<file path="config.mk">
export PLATFORM = sky130hd
export DESIGN_NAME = axi_mst_read_mb
export DESIGN_NICKNAME = d
export VERILOG_FILES = /design/src/rtl/axi_mst_read_mb_pkg.sv /design/src/rtl/fifo_axi_fwft.sv /design/src/rtl/axi_mst_read_mb.sv
export SDC_FILE = /design/constraint.sdc
export NUM_CORES = 2
export LEC_CHECK = 0
export ABC_CLOCK_PERIOD_IN_PS = 7500
export CORE_AREA = 3 3 468 656
export DETAILED_ROUTE_END_ITERATION = 6
export DIE_AREA = 0 0 471 659
export PLACE_DENSITY_LB_ADDON = 0.08
export SETUP_SLACK_MARGIN = 0.1
export SKIP_LAST_GASP = 1
export SYNTH_ARGS = -nofsm -noshare
export SYNTH_HDL_FRONTEND = slang
export SYNTH_SLANG_ARGS = --single-unit
</file>
<file path="constraint.sdc">
create_clock -name clk -period 7.5 [get_ports clk]
set_input_delay 1.875 -clock clk [delete_from_list [all_inputs] [get_ports clk]]
set_output_delay 1.875 -clock clk [all_outputs]
set_load 0.1 [all_outputs]
</file>
<file path="src/rtl/axi_mst_read_mb_pkg.sv">
// axi_mst_read_mb_pkg
// Shared definitions for the multi-burst AXI4 read master:
//   state_t      - control FSM states
//   BOUNDARY_4K  - AXI burst address boundary in bytes
//   axsize()     - AR SIZE code for a given beat width in bytes
package axi_mst_read_mb_pkg;

   typedef enum logic [2:0] {
      S_IDLE,
      S_LOAD,
      S_CALC,
      S_ADDR,
      S_DRAIN,
      S_END
   } state_t;

   localparam int unsigned BOUNDARY_4K = 4096;

   // log2 of the beat width in bytes; bytes is a power of two in 1..128
   function automatic logic [2:0] axsize(input int unsigned bytes);
      logic [2:0] s;
      s = 3'd0;
      for (int i = 0; i < 8; i++) begin
         if ((32'd1 << i) == bytes) s = 3'(i);
      end
      return s;
   endfunction

endpackage

</file>
<file path="src/rtl/fifo_axi_fwft.sv">
// fifo_axi_fwft
// Single-clock first-word-fall-through FIFO. dout shows the head entry
// whenever empty is low; a write becomes visible on dout the next cycle.
// Ports:
//   clk, rst      clock, asynchronous active-high reset (pointers/count)
//   wr_en, din    write strobe and data (ignored while full)
//   rd_en, dout   pop strobe and head data (ignored while empty)
//   full, empty   status flags
//   count         current number of stored entries
module fifo_axi_fwft #(
   parameter int B = 64,
   parameter int N = 64
) (
   input  logic                 clk,
   input  logic                 rst,
   input  logic                 wr_en,
   input  logic [B-1:0]         din,
   input  logic                 rd_en,
   output logic [B-1:0]         dout,
   output logic                 full,
   output logic                 empty,
   output logic [$clog2(N):0]   count
);

   localparam int CW = $clog2(N);
   localparam int AW = (N > 1) ? CW : 1;
   localparam logic [CW:0]   FULL_CNT = (CW + 1)'(N);
   localparam logic [AW-1:0] LAST_IDX = AW'(N - 1);

   logic [B-1:0]  mem [N];
   logic [AW-1:0] wr_ptr;
   logic [AW-1:0] rd_ptr;
   logic          do_wr;
   logic          do_rd;

   assign do_wr = wr_en & ~full;
   assign do_rd = rd_en & ~empty;

   // storage carries data only, so it is left out of reset
   always_ff @(posedge clk) begin
      if (do_wr) mem[wr_ptr] <= din;
   end

   always_ff @(posedge clk or posedge rst) begin
      if (rst) begin
         wr_ptr <= '0;
         rd_ptr <= '0;
         count  <= '0;
      end else begin
         if (do_wr) wr_ptr <= (wr_ptr == LAST_IDX) ? '0 : wr_ptr + AW'(1);
         if (do_rd) rd_ptr <= (rd_ptr == LAST_IDX) ? '0 : rd_ptr + AW'(1);
         count <= count + (CW + 1)'(do_wr) - (CW + 1)'(do_rd);
      end
   end

   assign dout  = mem[rd_ptr];
   assign full  = (count == FULL_CNT);
   assign empty = (count == '0);

endmodule

</file>
<file path="src/rtl/axi_mst_read_mb.sv">
// axi_mst_read_mb
// Multi-burst AXI4 read master. A START_REG request reads LENGTH_REG beats
// from ADDR_REG as INCR bursts of at most MAX_BURST beats that never cross
// a 4 kB boundary, with up to MAX_OUTSTANDING bursts in flight. Read data
// goes through a FWFT FIFO to an AXI-Stream master; TLAST marks the final
// beat of the request.
// Ports:
//   clk, rst          clock, asynchronous active-high reset
//   m_axi_ar*         AXI4 read address channel (ARID 0, INCR, SIZE = beat width)
//   m_axi_r*          AXI4 read data channel (RID ignored)
//   m_axis_t*         AXI-Stream master (TSTRB all ones)
//   START_REG         level request, one transfer per high period
//   ADDR_REG          start byte address (beat aligned), sampled in LOAD
//   LENGTH_REG        total beats, sampled in LOAD
//   RIDLE_REG         high while idle
//   RERR_REG          sticky error: an RRESP other than OKAY since last start
//   probe             five 32-bit statistics words, driven only when
//                     AXI_MST_READ_MB_STATS_EN is defined, else tied to 0
module axi_mst_read_mb
   import axi_mst_read_mb_pkg::*;
#(
   parameter int ID_WIDTH        = 6,
   parameter int DATA_WIDTH      = 64,
   parameter int MAX_BURST       = 16,
   parameter int FIFO_DEPTH      = 64,
   parameter int MAX_OUTSTANDING = 4
) (
   input  logic                    clk,
   input  logic                    rst,
   output logic [ID_WIDTH-1:0]     m_axi_arid,
   output logic [31:0]             m_axi_araddr,
   output logic [7:0]              m_axi_arlen,
   output logic [2:0]              m_axi_arsize,
   output logic [1:0]              m_axi_arburst,
   output logic [1:0]              m_axi_arlock,
   output logic [3:0]              m_axi_arcache,
   output logic [2:0]              m_axi_arprot,
   output logic [3:0]              m_axi_arqos,
   output logic                    m_axi_arvalid,
   input  logic                    m_axi_arready,
   input  logic [ID_WIDTH-1:0]     m_axi_rid,
   input  logic [DATA_WIDTH-1:0]   m_axi_rdata,
   input  logic [1:0]              m_axi_rresp,
   input  logic                    m_axi_rlast,
   input  logic                    m_axi_rvalid,
   output logic                    m_axi_rready,
   output logic                    m_axis_tvalid,
   output logic [DATA_WIDTH-1:0]   m_axis_tdata,
   output logic [DATA_WIDTH/8-1:0] m_axis_tstrb,
   output logic                    m_axis_tlast,
   input  logic                    m_axis_tready,
   input  logic                    START_REG,
   input  logic [31:0]             ADDR_REG,
   input  logic [31:0]             LENGTH_REG,
   output logic                    RIDLE_REG,
   output logic                    RERR_REG,
   output logic [5*32-1:0]         probe
);

   localparam int BYTES  = DATA_WIDTH / 8;
   localparam int BSHIFT = $clog2(BYTES);
   localparam int CW     = $clog2(FIFO_DEPTH);
   localparam int RW     = CW + 1;
   localparam int OW     = $clog2(MAX_OUTSTANDING + 1);

   state_t          state;
   logic [31:0]     addr_r;
   logic [31:0]     remain_r;
   logic [31:0]     len_r;
   logic [31:0]     beat_cnt;
   logic [8:0]      burst_n;
   logic [7:0]      arlen_r;
   logic            arvalid_r;
   logic            rerr_r;
   logic [RW-1:0]   reserved;
   logic [OW-1:0]   outstanding;
   logic [CW:0]     fifo_count;
   logic            fifo_full;
   logic            fifo_empty;
   logic [12:0]     room_bytes;
   logic [31:0]     room_beats;
   logic [31:0]     n_calc;
   logic            credit_ok;
   logic            out_ok;
   logic            ar_hs;
   logic            r_hs;
   logic            t_hs;
   logic            unused;

   assign ar_hs = arvalid_r & m_axi_arready;
   assign r_hs  = m_axi_rvalid & m_axi_rready;
   assign t_hs  = m_axis_tvalid & m_axis_tready;

   // burst size: limited by what is left, MAX_BURST and the 4 kB page
   assign room_bytes = 13'(BOUNDARY_4K) - {1'b0, addr_r[11:0]};
   assign room_beats = 32'(room_bytes >> BSHIFT);

   always_comb begin
      n_calc = remain_r;
      if (n_calc > 32'(MAX_BURST)) n_calc = 32'(MAX_BURST);
      if (n_calc > room_beats)     n_calc = room_beats;
   end

   // a burst is only requested once the FIFO is certain to hold all of it
   assign credit_ok = (32'(fifo_count) + 32'(reserved) + n_calc) <= 32'(FIFO_DEPTH);
   assign out_ok    = 32'(outstanding) < 32'(MAX_OUTSTANDING);

   always_ff @(posedge clk or posedge rst) begin
      if (rst) begin
         state     <= S_IDLE;
         addr_r    <= '0;
         remain_r  <= '0;
         len_r     <= '0;
         burst_n   <= '0;
         arlen_r   <= '0;
         arvalid_r <= 1'b0;
         rerr_r    <= 1'b0;
      end else begin
         if (r_hs && (m_axi_rresp != 2'b00)) rerr_r <= 1'b1;
         case (state)
            S_IDLE: begin
               if (START_REG) state <= S_LOAD;
            end
            S_LOAD: begin
               addr_r   <= ADDR_REG;
               remain_r <= LENGTH_REG;
               len_r    <= LENGTH_REG;
               rerr_r   <= 1'b0;
               state    <= (LENGTH_REG == 32'd0) ? S_END : S_CALC;
            end
            S_CALC: begin
               if (out_ok && credit_ok) begin
                  burst_n   <= n_calc[8:0];
                  arlen_r   <= 8'(n_calc - 32'd1);
                  arvalid_r <= 1'b1;
                  state     <= S_ADDR;
               end
            end
            S_ADDR: begin
               if (m_axi_arready) begin
                  arvalid_r <= 1'b0;
                  addr_r    <= addr_r + (32'(burst_n) << BSHIFT);
                  remain_r  <= remain_r - 32'(burst_n);
                  state     <= (remain_r == 32'(burst_n)) ? S_DRAIN : S_CALC;
               end
            end
            S_DRAIN: begin
               if (outstanding == '0) state <= S_END;
            end
            S_END: begin
               if (!START_REG) state <= S_IDLE;
            end
            default: state <= S_IDLE;
         endcase
      end
   end

   // credit and in-flight tracking; increment and decrement may coincide
   always_ff @(posedge clk or posedge rst) begin
      if (rst) begin
         reserved    <= '0;
         outstanding <= '0;
         beat_cnt    <= '0;
      end else begin
         reserved    <= reserved + (ar_hs ? RW'(burst_n) : RW'(0)) - RW'(r_hs);
         outstanding <= outstanding + OW'(ar_hs) - OW'(r_hs & m_axi_rlast);
         if (state == S_LOAD) beat_cnt <= '0;
         else if (t_hs)       beat_cnt <= beat_cnt + 32'd1;
      end
   end

   fifo_axi_fwft #(
      .B (DATA_WIDTH),
      .N (FIFO_DEPTH)
   ) u_fifo (
      .clk   (clk),
      .rst   (rst),
      .wr_en (r_hs),
      .din   (m_axi_rdata),
      .rd_en (t_hs),
      .dout  (m_axis_tdata),
      .full  (fifo_full),
      .empty (fifo_empty),
      .count (fifo_count)
   );

   assign m_axi_arid    = '0;
   assign m_axi_araddr  = addr_r;
   assign m_axi_arlen   = arlen_r;
   assign m_axi_arsize  = axsize(BYTES);
   assign m_axi_arburst = 2'b01;
   assign m_axi_arlock  = '0;
   assign m_axi_arcache = '0;
   assign m_axi_arprot  = '0;
   assign m_axi_arqos   = '0;
   assign m_axi_arvalid = arvalid_r;
   // full gating is a backstop; the credit check already prevents overflow
   assign m_axi_rready  = (state != S_IDLE) && (state != S_LOAD) && !fifo_full;

   assign m_axis_tvalid = ~fifo_empty;
   assign m_axis_tstrb  = '1;
   assign m_axis_tlast  = m_axis_tvalid && (beat_cnt == (len_r - 32'd1));

   assign RIDLE_REG = (state == S_IDLE);
   assign RERR_REG  = rerr_r;

`ifdef AXI_MST_READ_MB_STATS_EN
   logic [31:0] st_ar;
   logic [31:0] st_addr;
   logic [31:0] st_req;
   logic [31:0] st_beats;
   logic [31:0] st_cyc;
   logic [31:0] run_cyc;

   always_ff @(posedge clk or posedge rst) begin
      if (rst) begin
         st_ar    <= '0;
         st_addr  <= '0;
         st_req   <= '0;
         st_beats <= '0;
         st_cyc   <= '0;
         run_cyc  <= '0;
      end else begin
         if (ar_hs) begin
            st_ar   <= st_ar + 32'd1;
            st_addr <= addr_r;
         end
         if (r_hs) st_beats <= st_beats + 32'd1;
         // run_cyc counts the LOAD cycle as 1; the DRAIN exit cycle is added on latch
         if (state == S_LOAD)
            run_cyc <= 32'd1;
         else if (state inside {S_CALC, S_ADDR, S_DRAIN})
            run_cyc <= run_cyc + 32'd1;
         if (state == S_DRAIN && outstanding == '0) st_cyc <= run_cyc + 32'd1;
         if ((state == S_DRAIN && outstanding == '0) ||
             (state == S_LOAD && LENGTH_REG == 32'd0))
            st_req <= st_req + 32'd1;
      end
   end

   assign probe = {st_cyc, st_beats, st_req, st_addr, st_ar};
`else
   assign probe = '0;
`endif

   assign unused = ^{m_axi_rid, n_calc[31:9]};

endmodule
</file>
==> summary.md <==
| Metric | Value |
|---|---|
| Finish-stage setup viols | `0` |
| Crit end category | `output port` |
| Max-cap violations | `0` |
| Worst Hold Class | `reg -> reg` |
| Setup CP Type | `reg -> out` |
| GP Congestion | `between 0.8 and 0.9` |
| Final worst-path cycle share | `0.939` |
| Seq pwr share | `0.408` |
| Most used DFF post-synth | `edfxtp_1` |
| Clock root cell | `clkbuf_16` |
| CTS clock-pin slew for the worst setup and hold paths | `0.06 ns` |
| WP buf/inv | `1` |
| First drt pass iteration count | `5` |
| Int Pwr | `~0.047 W` |
| Post-DRT Antenna Nets | `0` |
| Hpwl dp | `235,000 um` |
| Mapped Area | `roughly 0.17 mm2` |
| CP Max Fanout | `8` |
| # DRC | `0` |
| Max stage delay cell, worst path | `clkdlybuf4s50_1` |
| Worst path arrival time | `5.17 ns` |
| H-tree levels | `5` |
| WHS Path Cells | `1` |
| Area Growth Syn to Fin | `12.4%` |
| PortBufs | `about 250` |
| CP max stage delay | `approximately 1.2 ns` |
| Status | `finished clean` |
| Min-delay src | `m_axi_arlen[7]` |
| DR vias/cell | `about 6.6` |
| Register bit total from synthesis | `4,275` |
| Slew @ Worst Pin | `between 1 and 1.5 ns` |
| Yosys warns | `0` |
| Clock Latency Late Sink | `between 0.9 and 1 ns` |
| Hold-fix buffers, CTS | `0` |
| Postcts setup bufs | `0` |
| Post-synthesis sequential area ratio | `0.755` |
| First-pass GRT wire length | `around 640,000 um` |
| WHS Endpoint | `m_axi_arlen[7]` |
| Die height | `approximately 660 um` |
| WP data required | `5.62 ns` |
| Ranking of synthesized cells by area | `edfxtp_1 (73%), mux4_2 (18%), dfrtp_1 (2.7%)` |
| Width of the die | `around 470 um` |
| Reg2Reg Capture Point | `m_axi_arlen[6]` |
| Cts repair resizes | `0` |
| Hold WS | `a little over 0.5 ns` |
| Cell count after synthesis | `between 7,000 and 8,000` |
| Gr ovfl total | `0` |
| Number of synthesized flops with an enable pin | `roughly 4,100` |
| RSZ-0062 raised after global routing | `false` |
| FF-to-FF setup slack | `0.66 ns` |
| GR Util All Layers | `0.291` |
| Worst r2r src | `remain_r[24]` |
| Leak pwr | `60.0 nW` |
| PwrDens | `approximately 370 mW/mm2` |
| Clock Sinks | `~4,300` |
| CTS tree | `done` |
| CP Launch Type | `flop` |
| Combinational share of power | `0.308` |
| Design area | `approximately 0.19 mm2` |
| Routed WL | `450,000 um` |
| Minimum clock period | `slightly above 7 ns` |
| Psw | `~0.023 W` |
| Fin nets | `a little over 8,000` |
| Max Clk Rate | `around 140 MHz` |
| DR WL/cell | `about 36 um` |
| I/O Pins | `445` |
| Maximum vdd drop | `a little under 0.0006 V` |
| TritonCTS buffer count | `400` |
| Drt initial violations | `about 10,000` |
| Hold violation total from the final report | `0` |
| Layout cells sized above 1 | `0.285` |
| Initial antenna violation count | `18` |
| Starting density of the core | `0.559` |
| CP top delay family | `simple AND/OR/NAND/NOR gates` |
| Vias in the first global route | `just over 80,000` |
| R2R depth | `24` |
| Max clock buf depth | `4` |
| Clock Skew | `0.0374 ns` |
| Syn Area/Cell | `22.5 um2` |
| Core ar. | `0.302 mm2` |
| Critical path cell sequence | `nor4_1 > nand4_1 > or4_1 > mux2_2 > mux2i_1 > o22ai_1 > nand3_1 > nor4b_2 > clkdlybuf4s50_1` |
| Setup TNS | `0 ns` |
| FP Rows | `239` |
| Commonest cells in the netlist | `edfxtp_1 (4,096), mux4_2 (1,344), clkbuf_1 (264)` |
| Asr flop ratio synth | `0.0419` |
| Pin count of the biggest net entering global routing | `~120` |
| Sw Share | `0.327` |
| Fill count | `just over 20,000` |
| Die area | `0.310 mm2` |
| Number of library cell types mapped by synthesis | `between 80 and 90` |
| Largest area contributor in the netlist | `edfxtp_1` |
| Slew HR | `0.182` |
| Synth top area share | `0.729` |
| Count of final max-slew check failures | `0` |
| Clock power frac | `0.284` |
| Count leader, synth | `edfxtp_1` |
| DR vias | `roughly 80,000` |
| Area after DPL | `between 0.15 and 0.2 mm2` |
[sequential cells by signal (all words and copies together) (netlist names), 7 cells and up]
| register | count |
|---|---|
| u_fifo.mem | 4096 |
| beat_cnt | 32 |
| len_r | 32 |
| m_axi_araddr | 32 |
| remain_r | 32 |
| burst_n | 9 |
| m_axi_arlen | 8 |
| reserved | 7 |
| u_fifo.count | 7 |
[cells by family after synthesis]
family | after synthesis | share of synthesized area
AO/OA/AOI/OAI | 297 | 0.0114
XOR/XNOR | 104 | 0.00540
adder cells (fa/ha/maj) | 76 | 0.00621
buffers and inverters | 662 | 0.0197
flip-flops | 4275 | 0.755
multiplexers | 1381 | 0.182
other | 2 | 0.0000445
AND/OR/NAND/NOR | 694 | 0.0202
[area by class of cell]
class,count,area [um2],share of cell area
Inverter,94,360,0.00190
Timing Repair Buffer,514,5170,0.0273
Clock buffer,484,10500,0.0552
Sequential cell,4275,128000,0.672
Clock inverter,239,2050,0.0108
Multi-Input combinational cell,2749,39200,0.207
Antenna cell,9,22.5,0.000119
Tap cell,3976,4970,0.0262
[through the flow]
| stage | instances | total power, W | setup slack (ns) | utilization |
|---|---|---|---|---|
| 2_1_floorplan | 7686 | 0.0441 | 0.766 | - |
| 3_3_place_gp | 11600 | 0.0503 | 0.504 | 0.587 |
| 3_5_place_dp | 11600 | 0.0505 | 0.620 | 0.587 |
| 4_1_cts | 12300 | 0.0701 | 0.407 | 0.628 |
| 5_1_grt | 12300 | 0.0720 | 0.129 | 0.628 |
| 6_report | 12300 | 0.0696 | 0.456 | 0.628 |
[power by group through the flow]
stage,Combinational [W],Clock (W),Sequential [W]
2_1_floorplan,0.0151,0,0.0290
3_3_place_gp,0.0215,0,0.0288
3_5_place_dp,0.0216,0,0.0289
4_1_cts,0.0217,0.0200,0.0284
5_1_grt,0.0225,0.0210,0.0285
6_report,0.0215,0.0197,0.0284
[placed cells by master (no fill, tap or decap), types with 83 or more instances in the layout]
cell / Yosys / layout
mux4_2: 1344 / 1344
buf_4: 193 / 237
edfxtp_1: 4096 / 4096
clkbuf_16: 0 / 407
nor2_1: 176 / 110
conb_1: 2 / 197
clkdlybuf4s50_1: 0 / 152
nand2_1: 227 / 227
inv_1: 94 / 93
clkinv_1: 0 / 99
buf_12: 0 / 83
dfrtp_1: 179 / 173
[how the worst max path moves through the flow]
stage,startpoint,to,slack (ns),depth (start not counted)
after floorplan,rst,RERR_REG,0.77,1
after global placement,remain_r[24],m_axi_arlen[6],0.50,23
after detailed placement,remain_r[24],m_axi_arlen[6],0.62,23
after CTS,len_r[6],m_axis_tlast,0.41,9
after global routing,len_r[0],m_axis_tlast,0.13,11
final,len_r[6],m_axis_tlast,0.46,9
[routing by layer]
layer,track usage,wire [um],vias to the layer above
li1,-,-,32300
met2,0.505,236000,3916
met4,0.0891,15000,4
met5,0,19,-
met1,0.387,167000,44600
met3,0.0430,32000,771
[worst reg2reg max path, stage by stage, from the launching register on]
cell	delay, ns
dfrtp_1	0.43
or4_4	0.59
nor4_2	0.35
and4_1	0.53
inv_1	0.19
nor2_1	0.17
ha_1	0.26
a21oi_1	0.15
o21ai_0	0.09
a221oi_1	0.31
nand2b_1	0.24
buf_4	0.17
mux2_2	0.42
fa_1	0.53
inv_1	0.07
fa_1	0.37
nand2b_1	0.18
a21o_1	0.17
o2bb2ai_1	0.16
xnor2_1	0.15
a221oi_1	0.28
o211ai_2	0.23
nor2_4	0.17
buf_12	0.15
mux2_2	0.34
(Power assumes the default switching activity.)
